===== config.mk =====
export PLATFORM = sky130hd
export DESIGN_NAME = ram_bist_flat
export DESIGN_NICKNAME = d
export VERILOG_FILES = /design/src/rtl/ram_bist_pkg.sv /design/src/rtl/ram_bist_if.sv /design/src/rtl/ram_bist_patgen.sv /design/src/rtl/ram_bist.sv /design/src/flat_wrapper.sv
export SDC_FILE = /design/constraint.sdc
export NUM_CORES = 1
export LEC_CHECK = 0
export CAP_MARGIN = 20
export CORE_UTILIZATION = 40
export DETAILED_ROUTE_END_ITERATION = 8
export DONT_BUFFER_PORTS = 1
export PLACE_DENSITY_LB_ADDON = 0.12
export SKIP_LAST_GASP = 1
export SLEW_MARGIN = 20
export SYNTH_ARGS = -nofsm -noshare
export SYNTH_HDL_FRONTEND = slang
export SYNTH_SLANG_ARGS = --single-unit

===== constraint.sdc =====
create_clock -name clk -period 8.65 [get_ports clk]
set_clock_uncertainty 0.05 [all_clocks]
set_input_delay 1.2975 -clock clk [delete_from_list [all_inputs] [get_ports clk]]
set_output_delay 1.2975 -clock clk [all_outputs]
set_load 0.05 [all_outputs]

===== src/rtl/ram_bist_pkg.sv =====
// Shared types and constants for the RAM built-in self-test block.
package ram_bist_pkg;

  typedef enum logic [1:0] {
    ST_IDLE  = 2'd0,
    ST_WRITE = 2'd1,
    ST_READ  = 2'd2,
    ST_DONE  = 2'd3
  } state_t;

  localparam logic [1:0] PAT_ZERO = 2'd0;
  localparam logic [1:0] PAT_ONES = 2'd1;
  localparam logic [1:0] PAT_CHK  = 2'd2;
  localparam logic [1:0] PAT_SEED = 2'd3;

  localparam logic [31:0] CHK_EVEN = 32'hAAAA_AAAA;
  localparam logic [31:0] CHK_ODD  = 32'h5555_5555;

endpackage


===== src/rtl/ram_bist_if.sv =====
// Control/status and RAM-side signals of the BIST; master is the BIST, slave the environment.
interface ram_bist_if #(
  parameter int ADDR_W = 4,
  parameter int DATA_W = 32
);
  logic              start;
  logic [1:0]        pattern_sel;
  logic [DATA_W-1:0] seed;
  logic              busy;
  logic              done;
  logic              pass;
  logic [ADDR_W:0]   err_count;
  logic [ADDR_W-1:0] fail_addr;
  logic [DATA_W-1:0] fail_data;
  logic              mem_w_en;
  logic [ADDR_W-1:0] mem_address;
  logic [DATA_W-1:0] mem_data_input;
  logic [DATA_W-1:0] mem_data_output;

  modport master (
    input  start, pattern_sel, seed, mem_data_output,
    output busy, done, pass, err_count, fail_addr, fail_data,
           mem_w_en, mem_address, mem_data_input
  );

  modport slave (
    output start, pattern_sel, seed, mem_data_output,
    input  busy, done, pass, err_count, fail_addr, fail_data,
           mem_w_en, mem_address, mem_data_input
  );
endinterface


===== src/rtl/ram_bist_patgen.sv =====
// Expected word for a given address under the latched pattern; shared by write and compare paths.
module ram_bist_patgen
  import ram_bist_pkg::*;
#(
  parameter int ADDR_W = 4,
  parameter int DATA_W = 32
) (
  input  logic [1:0]        i_pattern,
  input  logic [DATA_W-1:0] i_seed,
  input  logic [ADDR_W-1:0] i_addr,
  output logic [DATA_W-1:0] o_exp
);

  always_comb begin
    o_exp = '0;
    case (i_pattern)
      PAT_ZERO: o_exp = '0;
      PAT_ONES: o_exp = '1;
      PAT_CHK:  o_exp = i_addr[0] ? DATA_W'(CHK_ODD) : DATA_W'(CHK_EVEN);
      PAT_SEED: o_exp = i_seed + DATA_W'(i_addr);
      default:  o_exp = '0;
    endcase
  end

endmodule


===== src/rtl/ram_bist.sv =====
// RAM BIST initiator: writes a pattern to every word, reads back, and records mismatch results.
module ram_bist
  import ram_bist_pkg::*;
#(
  parameter int ADDR_W = 4,
  parameter int DATA_W = 32,
  parameter int DEPTH  = 16
) (
  input  logic      clk,
  input  logic      rst,
  ram_bist_if.master bus
);

  localparam logic [ADDR_W-1:0] LAST_ADDR = ADDR_W'(DEPTH - 1);

  state_t            r_state;
  state_t            w_state_nxt;
  logic [ADDR_W-1:0] r_addr;
  logic [1:0]        r_pat;
  logic [DATA_W-1:0] r_seed;
  logic [ADDR_W:0]   r_err;
  logic              r_pass;
  logic [ADDR_W-1:0] r_fail_addr;
  logic [DATA_W-1:0] r_fail_data;

  logic [DATA_W-1:0] w_exp;
  logic              w_last;
  logic              w_mismatch;
  logic [ADDR_W:0]   w_err_nxt;

  ram_bist_patgen #(
    .ADDR_W (ADDR_W),
    .DATA_W (DATA_W)
  ) u_patgen (
    .i_pattern (r_pat),
    .i_seed    (r_seed),
    .i_addr    (r_addr),
    .o_exp     (w_exp)
  );

  assign w_last     = (r_addr == LAST_ADDR);
  assign w_mismatch = (bus.mem_data_output != w_exp);
  assign w_err_nxt  = r_err + (ADDR_W+1)'(w_mismatch);

  always_ff @(posedge clk) begin
    if (rst) begin
      r_state     <= ST_IDLE;
      r_addr      <= '0;
      r_pat       <= '0;
      r_seed      <= '0;
      r_err       <= '0;
      r_pass      <= 1'b0;
      r_fail_addr <= '0;
      r_fail_data <= '0;
    end else begin
      r_state <= w_state_nxt;
      case (r_state)
        ST_IDLE: begin
          if (bus.start) begin
            r_pat       <= bus.pattern_sel;
            r_seed      <= bus.seed;
            r_addr      <= '0;
            r_err       <= '0;
            r_pass      <= 1'b0;
            r_fail_addr <= '0;
            r_fail_data <= '0;
          end
        end
        ST_WRITE: r_addr <= w_last ? '0 : r_addr + ADDR_W'(1);
        ST_READ: begin
          r_addr <= w_last ? '0 : r_addr + ADDR_W'(1);
          r_err  <= w_err_nxt;
          if (w_mismatch && (r_err == '0)) begin
            r_fail_addr <= r_addr;
            r_fail_data <= bus.mem_data_output;
          end
          // pass must include the final compare, so it uses the updated count
          if (w_last) r_pass <= (w_err_nxt == '0);
        end
        default: ;
      endcase
    end
  end

  always_comb begin
    w_state_nxt        = r_state;
    bus.busy           = 1'b0;
    bus.done           = 1'b0;
    bus.mem_w_en       = 1'b0;
    bus.mem_data_input = '0;
    case (r_state)
      ST_IDLE: if (bus.start) w_state_nxt = ST_WRITE;
      ST_WRITE: begin
        bus.busy           = 1'b1;
        bus.mem_w_en       = 1'b1;
        bus.mem_data_input = w_exp;
        if (w_last) w_state_nxt = ST_READ;
      end
      ST_READ: begin
        bus.busy = 1'b1;
        if (w_last) w_state_nxt = ST_DONE;
      end
      ST_DONE: begin
        bus.busy    = 1'b1;
        bus.done    = 1'b1;
        w_state_nxt = ST_IDLE;
      end
      default: w_state_nxt = ST_IDLE;
    endcase
  end

  assign bus.mem_address = r_addr;
  assign bus.pass        = r_pass;
  assign bus.err_count   = r_err;
  assign bus.fail_addr   = r_fail_addr;
  assign bus.fail_data   = r_fail_data;

endmodule


===== src/flat_wrapper.sv =====
// flat-port wrapper written by rule: the top's interface ports become plain ports
module ram_bist_flat import ram_bist_pkg::*;
#(
  parameter int ADDR_W = 4,
  parameter int DATA_W = 32,
  parameter int DEPTH  = 16
)
  (clk, rst, bus_start, bus_pattern_sel, bus_seed, bus_mem_data_output, bus_busy, bus_done, bus_pass, bus_err_count, bus_fail_addr, bus_fail_data, bus_mem_w_en, bus_mem_address, bus_mem_data_input);
  ram_bist_if #(.ADDR_W(ADDR_W), .DATA_W(DATA_W)) bus_i ();
  input  logic clk;
  input  logic rst;
  input wire logic [$bits(bus_i.start)-1:0] bus_start;
  input wire logic [$bits(bus_i.pattern_sel)-1:0] bus_pattern_sel;
  input wire logic [$bits(bus_i.seed)-1:0] bus_seed;
  input wire logic [$bits(bus_i.mem_data_output)-1:0] bus_mem_data_output;
  output wire logic [$bits(bus_i.busy)-1:0] bus_busy;
  output wire logic [$bits(bus_i.done)-1:0] bus_done;
  output wire logic [$bits(bus_i.pass)-1:0] bus_pass;
  output wire logic [$bits(bus_i.err_count)-1:0] bus_err_count;
  output wire logic [$bits(bus_i.fail_addr)-1:0] bus_fail_addr;
  output wire logic [$bits(bus_i.fail_data)-1:0] bus_fail_data;
  output wire logic [$bits(bus_i.mem_w_en)-1:0] bus_mem_w_en;
  output wire logic [$bits(bus_i.mem_address)-1:0] bus_mem_address;
  output wire logic [$bits(bus_i.mem_data_input)-1:0] bus_mem_data_input;
  assign bus_i.start = bus_start;
  assign bus_i.pattern_sel = bus_pattern_sel;
  assign bus_i.seed = bus_seed;
  assign bus_i.mem_data_output = bus_mem_data_output;
  assign bus_busy = bus_i.busy;
  assign bus_done = bus_i.done;
  assign bus_pass = bus_i.pass;
  assign bus_err_count = bus_i.err_count;
  assign bus_fail_addr = bus_i.fail_addr;
  assign bus_fail_data = bus_i.fail_data;
  assign bus_mem_w_en = bus_i.mem_w_en;
  assign bus_mem_address = bus_i.mem_address;
  assign bus_mem_data_input = bus_i.mem_data_input;
  ram_bist #(.ADDR_W(ADDR_W), .DATA_W(DATA_W), .DEPTH(DEPTH)) u_core (.clk(clk), .rst(rst), .bus(bus_i));
endmodule

==> metrics, run 1 <==
Post-CTS Resized 0; Antenna diodes 0; Initial DRT Pass Iterations 5; clock tree buffer depth 2; row count 42; min-delay worst type register to register; Sink Count 82; I/O pin total 150; area leader, netlist dfxtp_1; Post-synth top cells nand2_1 (99), dfxtp_1 (82), a21oi_1 (67), nor2_1 (52), and2_1 (45); initial core utilization 41.79%; CP bufs+invs 1; Netlist Area Pre-Place 5622 um2; number of flops mapped to enable cells by yosys 0; layout cells sized above 1 6.667%; crit path max-delay cell type dfxtp_1; slowest stage delay, CP 940 ps; worst r2r dst u_core.bus.pass$_SDFFE_PP0P_; top-count cell post-synth nand2_1; Synth area leaders dfxtp_1 (29%), nand2_1 (6.6%), a221o_1 (6.4%), a21oi_1 (6.0%), and2_1 (5.0%); status completed; pre-CTS setup slack 3233 ps; Slew @ Worst Pin between 1000 and 1500 ps; TritonCTS Buffers 9; crit-path max FO 15; Total Nets Final 767; Synth top area share 29.20%; initial antenna violation count 0; ys async rst share 0%; Synth Net Count between 800 and 900; Required @ worst endpoint 7300 ps; GRT Resource Usage Total 24.84%; Chip Width ~120 um; Gate Count Post-Synth 720; CP Depth 10; grt ovf 0; # hold bufs at CTS 0; global-route wire length before repair 27,560 um; IO Port Bufs 0; hold path start u_core.r_seed[0]$_SDFFE_PP0P_; WHS Endpoint u_core.r_seed[0]$_SDFFE_PP0P_; Max rail drop VDD roughly 110 uV; register bit count reported by yosys 82; Final Util 43.94%; worst reg2reg setup slack 3190 ps; vias in the first global route 4,788; Worst path top cell family by delay simple AND/OR/NAND/NOR gates; Yosys Warn Count 0; worst hold slack 421.7 ps; Hold Vio Cnt, Final 0; Tcrit/Tclk final 63.32%; register area share after synthesis 29.20%; Pwr Density 251.6 nW/um2; RSZ-0062 raised after global routing no; HPWL Detailed 13,700 um; post-route minimum period 5477 ps; worst path cell trace ha_1, inv_1, fa_1, and2b_4, o21ai_2, nor4_1, nand2_1, xor2_1, o21ai_0, and2_1; crit path DAT approximately 4100 ps; initial drt markers 388; routed via count about 5,400; clk_lat worst skew 350 ps; Worst Reg-to-Reg Cells 19; Area Overhead vs Synth 5.141%; Die Y around 120 um; clock root buffer master clkbuf_16; H-tree depth 3; post-route ant nets 0; Slew Limit Headroom 21.60%; Critical R2R Launch u_core.bus.mem_address[0]$_SDFFE_PP0P_; TritonCTS clock tree yes; RePlAce Congestion around 0.89; startpoint types register; wire per inst 20.88 um; die area between 10,000 and 15,000 um2; vias per inst 6.238; Total Power 1487 uW; Lkg Pwr 0.002107 uW; post-CTS setup repair buffer count 0; final-report setup violation count 0; Max Cap Viol 0; post-route worst setup slack 3173 ps; Placeable Area 13,450 um2; post-route setup TNS 0 ps; top_reg_cell synth dfxtp_1; Synth cell types 78; clock slew at reported path FFs 60 ps; pins over their slew limit 0; worst hold path depth 2; Mapped Avg Cell Area between 7 and 8 um2; Total Wirelength 18,080 um; drt drc 0; critical path endpoint category output pin; top achievable clock speed ~0.18 GHz; kind of critical path register to output pin; pin count of the biggest net entering global routing 50
-- state kept, by name, indices dropped and copies added, names as in the netlist --
signal,flops
u_core.bus.err_count,5
u_core.r_seed,32
u_core.bus.mem_address,4
u_core.bus.pass,1
u_core.bus.fail_addr,4
u_core.bus.fail_data,32
u_core.r_pat,2
u_core.r_state,2
-- cells in the final DEF (no fill, tap or decap), types with 3 or more instances in the layout --
cell type and count:
nand2_1 98, dfxtp_1 82, a21oi_1 66, nor2_1 52, and2_1 44, a221o_1 36
nand3_1 29, nor3_1 24, xnor2_1 20, inv_1 15, xor2_1 15, o21ai_0 14
and3_1 13, nand4_1 12, ha_1 12, a31oi_1 11, nor4_1 9, clkbuf_16 9
buf_4 7, or3_1 6, a211oi_1 6, mux2i_1 5, o31a_1 4, o21ai_1 4
o211a_1 4, a21o_1 4, a22oi_1 4, and4b_1 4, nand3b_1 4, a32oi_1 4
and4_1 3, or4_1 3, o211ai_1 3, nand2b_1 3
-- metrics by stage --
step / instance area, um2 / std cells
2_1_floorplan: 5622 / 720
3_3_place_gp: 5614 / 850
3_5_place_dp: 5615 / 850
4_1_cts: 5903 / 866
5_1_grt: 5911 / 866
6_report: 5911 / 866
-- worst reg2reg max path, delay by kind of cell, from the launching register on --
kind                       cells  cell delay, ps
and+or+nand+nor                7            1990
adders and majority gates      4            1210
DFF                            1             940
AOI/OAI and AO/OA              4             700
xor gates and xnor gates       1             200
buffers and inverters          2             180
muxes                          1             120
-- power breakdown --
part           total (uW)  switching (uW)  internal (uW)
clock network         379             156            223
registers             577             149            428
logic                 532             377            154
total                1490             682            805
-- final cells by class --
class                   count  area, um2
clock inverters             5      55.05
repair buffers              7      52.55
flip-flops and latches     82       1642
inverters                  16      60.06
clock buffers              11      232.7
well taps                 176      220.2
multi-input cells         569       3649
fillers                  1392       7542
-- per-layer routing --
metal	routed length [um]	GRT usage [%]
met1	8383	34.23
met2	7853	36.93
met3	1462	5.896
met4	384	10.19
met5	0	0
-- how the worst max path moves through the flow --
stage | from | to | slack (ps)
2_1_floorplan | u_core.bus.mem_address[0]$_SDFFE_PP0P_ | u_core.bus.pass$_SDFFE_PP0P_ | 3960
3_3_place_gp | u_core.bus.mem_address[0]$_SDFFE_PP0P_ | u_core.bus.fail_data[21]$_SDFFE_PP0P_ | 3280
3_5_place_dp | u_core.bus.mem_address[0]$_SDFFE_PP0P_ | u_core.bus.pass$_SDFFE_PP0P_ | 3230
4_1_cts | u_core.bus.mem_address[0]$_SDFFE_PP0P_ | bus_mem_data_input[26] | 3180
5_1_grt | u_core.bus.mem_address[0]$_SDFFE_PP0P_ | u_core.bus.pass$_SDFFE_PP0P_ | 2840
6_report | u_core.bus.mem_address[0]$_SDFFE_PP0P_ | bus_mem_data_input[26] | 3170
-- cell families after synthesis --
kind of cell	after synthesis	synth area share, %
AND/OR/NAND/NOR	326	30.40
adder cells (fa/ha/maj)	13	3.027
multiplexers	6	1.091
flip-flops	82	29.20
buffers and inverters	69	6.210
AO/OA/AOI/OAI	189	24.62
XOR/XNOR	35	5.453
Power figures use the tool's default switching activity.
==> inputs of run 2 (changes only) <==
clock period = 4.8 ns   (was 8.65 ns; I/O delays follow)
==> run 2 against run 1 <==
- non-clock buffer count increased by 45
- sequential cell count is the same
- power increased by 86%
- critical path depth increased by 9
- routed wire length is 4.3% higher
- final area rose by 6.0%
- die area stayed put
- worst hold slack lost 33 ps
- sequential share of layout area down 1.6 points
- clock power rose by 79%
==> metrics, run 2 (synthesized netlist as in run 1, its figures left out) <==
Area Overhead vs Synth 11.44%; clock root buffer master clkbuf_16; drt drc 0 (unchanged); startpoint types register; clock slew at reported path FFs 60 ps (about the same); placed cell area 5964 um2 (+6.2%); clock tree buffer depth 2 (unchanged); WHS Endpoint u_core.bus.err_count[3]$_SDFFE_PP0P_; worst reg2reg setup slack 260 ps (-2930 ps); clk_lat worst skew 350 ps (about the same); Required @ worst endpoint 5040 ps (-2260 ps); top achievable clock speed about 0.22 GHz; TritonCTS Buffers 9 (unchanged); cell mode on critical path ha_1; TritonCTS clock tree yes; CP bufs+invs 2 (+1); row count 42 (unchanged); Lkg Pwr 0.002353 uW (+12%); Worst Reg-to-Reg Cells 19 (unchanged); crit path max-delay cell type or4_4; post-route minimum period 4543 ps; area occupied by multi-input gates 3649 um2 (unchanged); die area 14,530 um2 (unchanged); Total Nets Final 812 (+5.9%); status completed; grt ovf 0 (unchanged); fillers 1,406 (+1.0%); Tcrit/Tclk final 94.65%; I/O pin total 150 (unchanged); vias per inst 6.056 (-2.9%); HPWL Detailed 14,410 um (+5.1%); Pwr Density 441.2 nW/um2 (+75%); Chip Width 120.6 um (unchanged); initial drt markers 462 (+19%); worst hold slack 388.8 ps (-32.91 ps); commonest non-fill, non-tap cell in the layout nand2_1; Slew @ Worst Pin 808.1 ps (-371.6 ps); routed via count 5,517 (+2.1%); crit-path max FO 11 (-4); layout cells sized above 1 12.52% (+5.9 points); global-route wire length before repair 29,060 um (+5.5%); Worst path top cell family by delay simple AND/OR/NAND/NOR gates; vias in the first global route 5,130 (+7.1%); Sink Count 82 (unchanged); GRT Resource Usage Total 26.00% (+1.2 points); # hold bufs at CTS 0 (unchanged); Critical R2R Launch u_core.bus.mem_address[0]$_SDFFE_PP0P_; Placeable Area 13,450 um2 (unchanged); post-route setup TNS 0 ps (unchanged); slowest stage delay, CP 540 ps (-400 ps); H-tree depth 3 (unchanged); Hold Vio Cnt, Final 0 (unchanged); post-route ant nets 0 (unchanged); post-route cell area 6265 um2 (+6.0%); RePlAce Congestion 0.8630 (-3.5%); Slew Limit Headroom 45.79% (+24 points); register area 1642 um2 (unchanged); Total Wirelength 18,860 um (+4.3%); initial core utilization 41.79% (unchanged); pin count of the biggest net entering global routing 50 (unchanged); kind of critical path register to register; Antenna diodes 0 (unchanged); min-delay worst type input port to register; IO Port Bufs 0 (unchanged); wire per inst 20.71 um (-0.84%); Max rail drop VDD 208.6 uV (+82%); worst r2r dst u_core.bus.pass$_SDFFE_PP0P_; worst hold path depth 1 (-1); crit path DAT 4780 ps (+650 ps); final-report setup violation count 0 (unchanged); Total Power 2764 uW (+86%); RSZ-0062 raised after global routing no; Initial DRT Pass Iterations 5 (unchanged); worst path cell trace ha_1, inv_1, fa_1, and2b_4, o21ai_2, or3_1, o211a_1, xor2_1, nand4b_1, or4_4, nor4_4, inv_1, ha_1, ha_1, o21ai_1, a21oi_1, nor4b_1, mux2i_1, nor2_1; critical path endpoint category register; initial antenna violation count 0 (unchanged); Die Y 120.6 um (unchanged); pins over their slew limit 0 (unchanged); most frequent cells in the layout nand2_1 (98), dfxtp_1 (82), a21oi_1 (67); Max Cap Viol 0 (unchanged); hold path start rst
run 2: layout make-up:
type / instances / area share, %
multi-input combinational: 569 / 58.24
tap: 176 / 3.515
timing repair buffer: 52 / 6.431
inverter: 16 / 0.9587
clock inverter: 4 / 0.3994
sequential: 82 / 26.20
clock buffer: 12 / 4.254
run 2: through the flow:
| stage | cells | setup slack (ps) | utilization (%) |
|---|---|---|---|
| finish | 911 | 256.8 | 46.57 |
| global route | 911 | 7.235 | 46.57 |
| CTS | 911 | 187.9 | 46.50 |
| detailed placement | 895 | 225.1 | 44.34 |
| global placement | 895 | 340.3 | 44.34 |
| floorplan | 720 | 111.8 | - |
run 2: repair_timing:
item / in CTS / in global routing
setup buffers: 0 / 0
setup endpoints to repair: 0 / 1
resized for setup: 0 / 2
run 2: how the worst max path moves through the flow:
stage,end,cells past startpoint,slack (ps),startpoint
4_1_cts,u_core.bus.pass$_SDFFE_PP0P_,19,190,u_core.bus.mem_address[0]$_SDFFE_PP0P_
5_1_grt,u_core.bus.pass$_SDFFE_PP0P_,19,7,u_core.bus.mem_address[0]$_SDFFE_PP0P_
3_3_place_gp,u_core.bus.pass$_SDFFE_PP0P_,19,340,u_core.bus.mem_address[0]$_SDFFE_PP0P_
6_report,u_core.bus.pass$_SDFFE_PP0P_,19,260,u_core.bus.mem_address[0]$_SDFFE_PP0P_
3_5_place_dp,u_core.bus.pass$_SDFFE_PP0P_,19,230,u_core.bus.mem_address[0]$_SDFFE_PP0P_
2_1_floorplan,u_core.bus.pass$_SDFFE_PP0P_,20,110,u_core.bus.mem_address[0]$_SDFFE_PP0P_
run 2: power by group:
part           total (uW)  switching (uW)  internal [uW]
Sequential            998             227            772
Clock                 678             287            391
Combinational        1090             746            342
run 2: routing by layer:
metal / vias up / global-route usage [%] / share of wire (%)
li1: 2657 / - / -
met1: 2643 / 37.33 / 49
met2: 198 / 39.44 / 43
met3: 19 / 4.340 / 6.6
met4: 0 / 8.025 / 1.5
met5: - / 0 / 0
